File: config.mk
export PLATFORM = sky130hd
export DESIGN_NAME = lane_traffic_ctrl
export DESIGN_NICKNAME = d
export VERILOG_FILES = /design/src/rtl/traffic_pkg.sv /design/src/rtl/lane_step_timer.sv /design/src/rtl/lane_traffic_ctrl.sv
export SDC_FILE = /design/constraint.sdc
export NUM_CORES = 1
export LEC_CHECK = 0
export BUFFER_PORTS_ARGS = -buffer_cell sky130_fd_sc_hd__buf_2
export CAP_MARGIN = 20
export CORE_ASPECT_RATIO = 0.75
export CORE_MARGIN = 10
export CORE_UTILIZATION = 56
export CTS_BUF_LIST = sky130_fd_sc_hd__clkbuf_2 sky130_fd_sc_hd__clkbuf_4 sky130_fd_sc_hd__clkbuf_8
export DETAILED_ROUTE_END_ITERATION = 7
export PLACE_DENSITY = 0.82
export RECOVER_POWER = 100
export SLEW_MARGIN = 10
export SYNTH_ARGS = -nofsm -noshare
export SYNTH_HDL_FRONTEND = slang
export SYNTH_SLANG_ARGS = --single-unit
export TNS_END_PERCENT = 1
File: constraint.sdc
create_clock -name i_Clk -period 2.7 [get_ports i_Clk]
set_input_delay 0.54 -clock i_Clk [delete_from_list [all_inputs] [get_ports i_Clk]]
set_output_delay 0.54 -clock i_Clk [all_outputs]
set_load 0.01 [all_outputs]
File: src/rtl/traffic_pkg.sv
// Shared constants and helpers for the lane traffic generator.
package traffic_pkg;

  localparam int   LEVEL_W   = 4;
  localparam logic DIR_LEFT  = 1'b0;
  localparam logic DIR_RIGHT = 1'b1;

  // Effective lane period: base minus level, never below one tick.
  function automatic logic [3:0] eff_period(input logic [3:0] base,
                                            input logic [LEVEL_W-1:0] level);
    logic signed [4:0] d;
    d = $signed({1'b0, base}) - $signed({1'b0, level});
    return (d < 5'sd1) ? 4'd1 : d[3:0];
  endfunction

  // Cars of a lane start evenly spaced across the grid.
  function automatic int reset_x(input int k, input int cars, input int grid_w);
    return k * (grid_w / cars);
  endfunction

endpackage

File: src/rtl/lane_step_timer.sv
// Per-lane tick down-counter; strobes step when it expires on a tick and reloads.
module lane_step_timer
  import traffic_pkg::*;
(
  input  logic               i_Clk,
  input  logic               i_Rst,
  input  logic               tick,
  input  logic [3:0]         base,
  input  logic [LEVEL_W-1:0] level,
  output logic               step
);

  logic [3:0] cnt;

  assign step = tick && (cnt == 4'd0);

  // Reload samples the level current on the step cycle; a running count is never cut short.
  always_ff @(posedge i_Clk) begin
    if (i_Rst)     cnt <= eff_period(base, '0) - 4'd1;
    else if (tick) cnt <= (cnt == 4'd0) ? eff_period(base, level) - 4'd1 : cnt - 4'd1;
  end

endmodule

File: src/rtl/lane_traffic_ctrl.sv
// Multi-lane traffic generator: prescaler, level, car positions with wrap, collision flag.
// Optional build macro TRAFFIC_COLLISION_EN enables the frog comparator bank and sticky o_Hit.
module lane_traffic_ctrl
  import traffic_pkg::*;
#(
  parameter int                       NUM_LANES     = 5,
  parameter int                       CARS_PER_LANE = 2,
  parameter int                       GRID_W        = 20,
  parameter int                       COORD_W       = 6,
  parameter int                       LANE_Y0       = 8,
  parameter logic [NUM_LANES-1:0]     LANE_DIR      = 5'b10101,
  parameter logic [NUM_LANES*4-1:0]   LANE_PERIOD   = {5{4'd4}},
  parameter int                       TICK_COUNT    = 700000,
  parameter int                       TICK_W        = 21
) (
  input  logic                                       i_Clk,
  input  logic                                       i_Rst,
  input  logic                                       i_Run,
  input  logic                                       i_Level_Up,
  input  logic                                       i_Hit_Clr,
  input  logic [COORD_W-1:0]                         i_Frog_X,
  input  logic [COORD_W-1:0]                         i_Frog_Y,
  output logic [NUM_LANES*CARS_PER_LANE*COORD_W-1:0] o_Car_X,
  output logic [NUM_LANES*CARS_PER_LANE*COORD_W-1:0] o_Car_Y,
  output logic [LEVEL_W-1:0]                         o_Level,
  output logic                                       o_Tick,
  output logic                                       o_Hit
);

  localparam int NCARS = NUM_LANES * CARS_PER_LANE;

  logic [TICK_W-1:0]    presc;
  logic                 tick_q;
  logic [LEVEL_W-1:0]   level;
  logic [NUM_LANES-1:0] step;
  logic [NCARS-1:0]     match;
  logic                 lane_tick;

  always_ff @(posedge i_Clk) begin
    if (i_Rst) begin
      presc  <= '0;
      tick_q <= 1'b0;
    end else begin
      tick_q <= 1'b0;
      if (i_Run) begin
        if (presc == TICK_W'(TICK_COUNT - 1)) begin
          presc  <= '0;
          tick_q <= 1'b1;
        end else begin
          presc  <= presc + 1'b1;
        end
      end
    end
  end

  always_ff @(posedge i_Clk) begin
    if (i_Rst)                                  level <= '0;
    else if (i_Level_Up && (level != '1))       level <= level + 1'b1;
  end

  // A tick landing while paused must not advance counters or positions.
  assign lane_tick = tick_q & i_Run;
  assign o_Tick    = tick_q;
  assign o_Level   = level;

  for (genvar l = 0; l < NUM_LANES; l++) begin : g_lane
    lane_step_timer u_timer (
      .i_Clk (i_Clk),
      .i_Rst (i_Rst),
      .tick  (lane_tick),
      .base  (LANE_PERIOD[l*4 +: 4]),
      .level (level),
      .step  (step[l])
    );

    for (genvar k = 0; k < CARS_PER_LANE; k++) begin : g_car
      localparam int                 C     = l * CARS_PER_LANE + k;
      localparam logic [COORD_W-1:0] RST_X = COORD_W'(reset_x(k, CARS_PER_LANE, GRID_W));
      localparam logic [COORD_W-1:0] ROW_Y = COORD_W'(LANE_Y0 + l);
      localparam logic [COORD_W-1:0] X_MAX = COORD_W'(GRID_W - 1);

      logic [COORD_W-1:0] x_q;
      logic [COORD_W-1:0] x_nxt;

      always_comb begin
        x_nxt = x_q;
        if (LANE_DIR[l] == DIR_RIGHT) x_nxt = (x_q == X_MAX) ? '0 : x_q + 1'b1;
        else                          x_nxt = (x_q == '0) ? X_MAX : x_q - 1'b1;
      end

      always_ff @(posedge i_Clk) begin
        if (i_Rst)        x_q <= RST_X;
        else if (step[l]) x_q <= x_nxt;
      end

      assign o_Car_X[C*COORD_W +: COORD_W] = x_q;
      assign o_Car_Y[C*COORD_W +: COORD_W] = ROW_Y;

`ifdef TRAFFIC_COLLISION_EN
      assign match[C] = (x_q == i_Frog_X) && (ROW_Y == i_Frog_Y);
`else
      assign match[C] = 1'b0;
`endif
    end
  end

`ifdef TRAFFIC_COLLISION_EN
  logic hit_q;

  // A new match beats a same-cycle clear so a collision is never lost.
  always_ff @(posedge i_Clk) begin
    if (i_Rst)          hit_q <= 1'b0;
    else if (|match)    hit_q <= 1'b1;
    else if (i_Hit_Clr) hit_q <= 1'b0;
  end

  assign o_Hit = hit_q;
`else
  logic unused_hit_inputs;
  assign unused_hit_inputs = ^{i_Frog_X, i_Frog_Y, i_Hit_Clr, match};
  assign o_Hit = 1'b0;
`endif

endmodule

Yosys cells after proc, flatten, opt, wreduce, memory -nomap -nowiden
Cells that the tools add are included.
Cells by class
  mux-type cells: 18
  equality and inequality tests: 8
  reductions and logical operators: 16
  order comparisons: 1
  bitwise operators: 2
  add/sub/neg operators: 19
Operators with widths (number)
  two-way mux 6 bit: 10
  adder 6 x 1 -> 6 bit (second input constant): 6
  equality test 6 x 5 -> 1 bit (second input constant): 6
  zero test 6 bit: 4
  two-way mux 4 bit: 6
  subtractor 4 x 1 -> 4 bit (second input constant): 6
  subtractor 6 x 1 -> 6 bit (second input constant): 4
  adder 21 x 1 -> 21 bit (second input constant): 1
  equality test 21 x 20 -> 1 bit (second input constant): 1
  two-way mux 21 bit: 1
  zero test 4 bit: 5
  logical AND 1 bit: 6
  < comparator 5 x 2 -> 1 bit (second input constant): 1
  subtractor 3 x 4 -> 5 bit (first input constant): 1
  adder 4 x 1 -> 4 bit (second input constant): 1
  != test 4 bit (second input constant): 1
  OR reduction 2 bit: 1
  AND 1 bit: 1
  two-way mux 1 bit: 1
  NOT 1 bit: 1
Word-level totals
  output and inout bits: 126
  word-level logic and storage cells: 82
  input port bits: 17
  register bits after elaboration: 106

Depth between registers and ports, before layout
  word-level depth: 5
  mapped depth: 8
  depth with buffers taken out: 8

Hierarchy
Synthesis repeated with hierarchy kept, for this count alone.
Unflattened totals
  cell total of the unflattened synthesis: 745
  area, all modules: 6864.1 um2
By module, submodules not included
  lane_traffic_ctrl: sequential area each 1721.7 um2, area an instance 4361.7 um2, cells each 490, times used 1
  lane_step_timer: sequential area each 120.1 um2, area an instance 500.5 um2, cells each 51, times used 5

Worst setup path after synthesis
No wires, ideal clock.
  path type: flip-flop to flip-flop
  from: reg level[0] (netlist: o_Level[0])
  to: reg g_lane[4].u_timer.cnt[1]
  clock period less this slack: 2.333 ns
  data arrival time: 2.213 ns
  data required time: 2.580 ns
  library setup time: 0.120 ns
  stages on the path, launching flop included: 9
  path slack: 0.367 ns
  buffers on the path: 0
  cells stage by stage: dfxtp_1 inv_1 ha_1 o21ai_0 a2111oi_4 ha_1 nand2_1 and3_1 a211o_1
On the way
  word-level cells in the longest chain between the ends: 5
RTL lines
  start, declared: RTL line lane_traffic_ctrl.sv:34  | logic [LEVEL_W-1:0] level;
  start signal, assigned: RTL line lane_traffic_ctrl.sv:58  | else if (i_Level_Up && (level != '1)) level <= level + 1'b1;
  subtractor 3 x 4 -> 5 bit (*): RTL line traffic_pkg.sv:12  | d = $signed({1'b0, base}) - $signed({1'b0, level});
  < comparator 5 x 2 -> 1 bit: RTL line traffic_pkg.sv:13  | return (d < 5'sd1) ? 4'd1 : d[3:0];
  two-way mux 4 bit (*): RTL line traffic_pkg.sv:13
  subtractor 4 x 1 -> 4 bit (*): RTL line lane_step_timer.sv:20  | else if (tick) cnt <= (cnt == 4'd0) ? eff_period(base, level) - 4'd1 : cnt - 4'd1;
  two-way mux 4 bit (*): RTL line lane_step_timer.sv:20
  end signal, assigned: RTL line lane_step_timer.sv:19  | if (i_Rst) cnt <= eff_period(base, '0) - 4'd1;
  end signal, assigned: RTL line lane_step_timer.sv:20
  end, declared: RTL line lane_step_timer.sv:13  | logic [3:0] cnt;
Mark *: on every way between the ends. The rest lies on a longest branch, timed or not.
A chain may end at the register's enable or synchronous reset.

Worst setup path in the final report
Same ends and word-level chain as after synthesis.

==> flow_metrics.env <==
export IMPL_fmax_mhz=408.2
export IMPL_p_leak_nw=2.378
export IMPL_vias=4870
export IMPL_fin_ws_ns=0.2504
export IMPL_gp_congestion=0.8508
export IMPL_r2r_start="o_Level[0]"
export IMPL_fin_tns_setup_ns=0
export IMPL_drt_iter0_markers=310
export IMPL_finalCritPeriodShare_pct=90.73
export IMPL_power_density_nw_per_um2=474.2
export IMPL_track_usage_pct=16.52
export IMPL_r2r_end="g_lane[4].u_timer.cnt[1]"
export IMPL_worst_pin_slew_ns=1.087
export IMPL_min_path_type="input pin to flop"
export IMPL_synth_top_area_share_pct=36.40
export IMPL_hpwl_um=9419
export IMPL_syn_to_final_growth_pct=6.547
export IMPL_cp_arrival_ns=2.73
export IMPL_nets=782
export IMPL_hold_buffers=0
export IMPL_die_y_um=108.4
export IMPL_yosysTopAreaCell="dfxtp_1"
export IMPL_critPathMaxFanout=6
export IMPL_core_area_um2=10210
export IMPL_start_kind="flop"
export IMPL_wl_um=12930
export IMPL_drive_above_1_share_pct=5.489
export IMPL_rsz0062_at_grt="false"
export IMPL_route_detailed_drc=0
export IMPL_antenna_found_initial=0
export IMPL_postRouteAntennaNets=0
export IMPL_peakVddDrop_v=0.0004086
export IMPL_final_cells=883
export IMPL_min_delay_path_depth=3
export IMPL_htreeDepth=3
export IMPL_synth_most_common_cell="dfxtp_1"
export IMPL_port_buffer_count=68
export IMPL_slew_viol_final=0
export IMPL_synth_common_cells="106 x dfxtp_1, 74 x nor2_1, 64 x buf_4"
export IMPL_yosysUniqueCellTypes=67
export IMPL_grt_pass1_wl_um=20760
export IMPL_clkTransAtPathRegs_ns=0.10
export IMPL_antenna_cells=0
export IMPL_numCtsBuffers=9
export IMPL_fin_skew_ns=0.007906
export IMPL_ys_top_cells_by_area="dfxtp_1 36%, buf_4 8.2%, xor2_1 5.0%"
export IMPL_relSlewSlack_pct=27.36
export IMPL_wl_per_cell_um=14.64
export IMPL_syn_cell_area_um2=5829
export IMPL_grt_max_degree=46
export IMPL_root_buffer="clkbuf_8"
export IMPL_die_area_um2=14930
export IMPL_crit_type="flop to flop"
export IMPL_avgSynthCellArea_um2=8.598
export IMPL_grt_ovfl_total=0
export IMPL_synth_edf_count=0
export IMPL_min_period_ns=2.450
export IMPL_cp_required_ns=2.98
export IMPL_ys_warnings_count=0
export IMPL_dr_pass1_iters=4
export IMPL_setup_viol=0
export IMPL_min_delay_start="i_Level_Up"
export IMPL_async_flop_share_pct=0
export IMPL_grt_pass1_vias=4569
export IMPL_end_kind="flop"
export IMPL_holdWs_ns=0.4671
export IMPL_initial_utilization_pct=57.10
export IMPL_clock_sinks=106
export IMPL_yosysSeqAreaShare_pct=36.40
export IMPL_place_inst=867
export IMPL_r2r_slack_ns=0.25
export IMPL_reg2reg_depth=8
export IMPL_io_pins=143
export IMPL_routed_via_density=5.515
export IMPL_die_w_um=137.8
export IMPL_cap_violations=0
export IMPL_hold_viol=0
export IMPL_place_ws_ns=0.2358
export IMPL_cts_resized_gates=0
export IMPL_clkLatencyLatePin_ns=0.38
export IMPL_power_mw=2.945
export IMPL_min_to="o_Level[1]"
export IMPL_outcome="finished, final reports clean"
export IMPL_cts_tree="done"
export IMPL_synthFlopType="dfxtp_1"
export IMPL_clockBufferDepth=2
export IMPL_rows=32
export IMPL_synth_seq_cells=106
export IMPL_synthCells=678
export IMPL_cts_setup_buffers=0
[per-layer routing]
metal,GRT usage (%),part of all wire [%],up-vias
met4,4.903,1.2,0
met2,28.29,47,138
met3,4.680,8.1,13
met5,0,0,-
met1,19.73,44,2335
li1,-,-,2384
[worst max path at each step]
stage	slack (ns)	from	to	cells past startpoint
2_1_floorplan	0.37	o_Level[0]	g_lane[4].u_timer.cnt[1]	8
5_1_grt	0.05	o_Tick	g_lane[0].g_car[1].x_q[0]	6
3_3_place_gp	0.34	o_Level[0]	g_lane[0].u_timer.cnt[1]	8
3_5_place_dp	0.24	o_Level[0]	g_lane[0].u_timer.cnt[1]	8
6_report	0.25	o_Level[0]	g_lane[4].u_timer.cnt[1]	8
4_1_cts	0.24	o_Level[0]	g_lane[4].u_timer.cnt[1]	8
[cells in the final DEF (no fill, tap or decap), types with 5 or more instances in the layout]
cell type and n:
a211o_1 6, a211oi_1 8, a21oi_1 28, and2_1 9
and3_1 7, clkbuf_1 71, clkbuf_8 10, conb_1 61
dfxtp_1 106, ha_1 23, inv_1 24, nand2_1 47
nand2b_1 10, nand3_1 28, nand3b_1 7, nand4_1 22
nor2_1 75, nor3_1 18, nor3b_1 5, nor4_1 7
o21a_1 5, o21ai_0 16, o21bai_1 9, o221ai_1 5
o31ai_1 5, or3_1 12, xnor2_1 16, xor2_1 33
[report_power, final]
part           switching, mW  internal (mW)
Sequential           0.00827           1.57
Combinational          0.132         0.0463
Clock                  0.546          0.644
Total                  0.686           2.26
[cell type report]
cell class	instances	area, µm²
Clock buffer	10	137.6
Multi-Input combinational cell	522	3237
Inverter	24	90.09
Timing Repair Buffer	79	341.6
Clock inverter	6	112.6
Sequential cell	106	2122
Tap cell	136	170.2
Fill cell	922	3999
[kinds of logic (layout without fill, tap and decap cells)]
kind of cell | count (synthesis) | count (layout) | synth area share [%]
other cells | 2 | 61 | 0.1288
xor+xnor | 49 | 49 | 7.362
fa+ha+maj | 23 | 23 | 4.937
buf+inv | 109 | 119 | 11.53
simple gates | 283 | 283 | 26.83
flops | 106 | 106 | 36.40
mux | 4 | 4 | 0.6869
compound gates | 102 | 102 | 12.13
[metrics by stage]
step                      util (%)  instance area, µm²
after floorplan                  -                6051
after global placement       59.63                6088
after detailed placement     59.63                6088
after CTS                    62.08                6339
after global routing         60.83                6211
final                        60.83                6211
[flip-flops by register name, summed over array words and instances, names as in the netlist]
signal / flops
g_lane.g_car.x_q: 60
presc: 21
g_lane.u_timer.cnt: 20
o_Level: 4
o_Tick: 1
[worst max-delay path, cell delays in order, from the launching register on]
cell       delay [ns]
dfxtp_1          0.47
inv_1            0.13
ha_1             0.37
o21ai_0          0.31
a2111oi_4        0.13
ha_1             0.43
nand2_1          0.07
and3_1           0.18
a211o_1          0.27
Power figures use the tool's default switching activity.
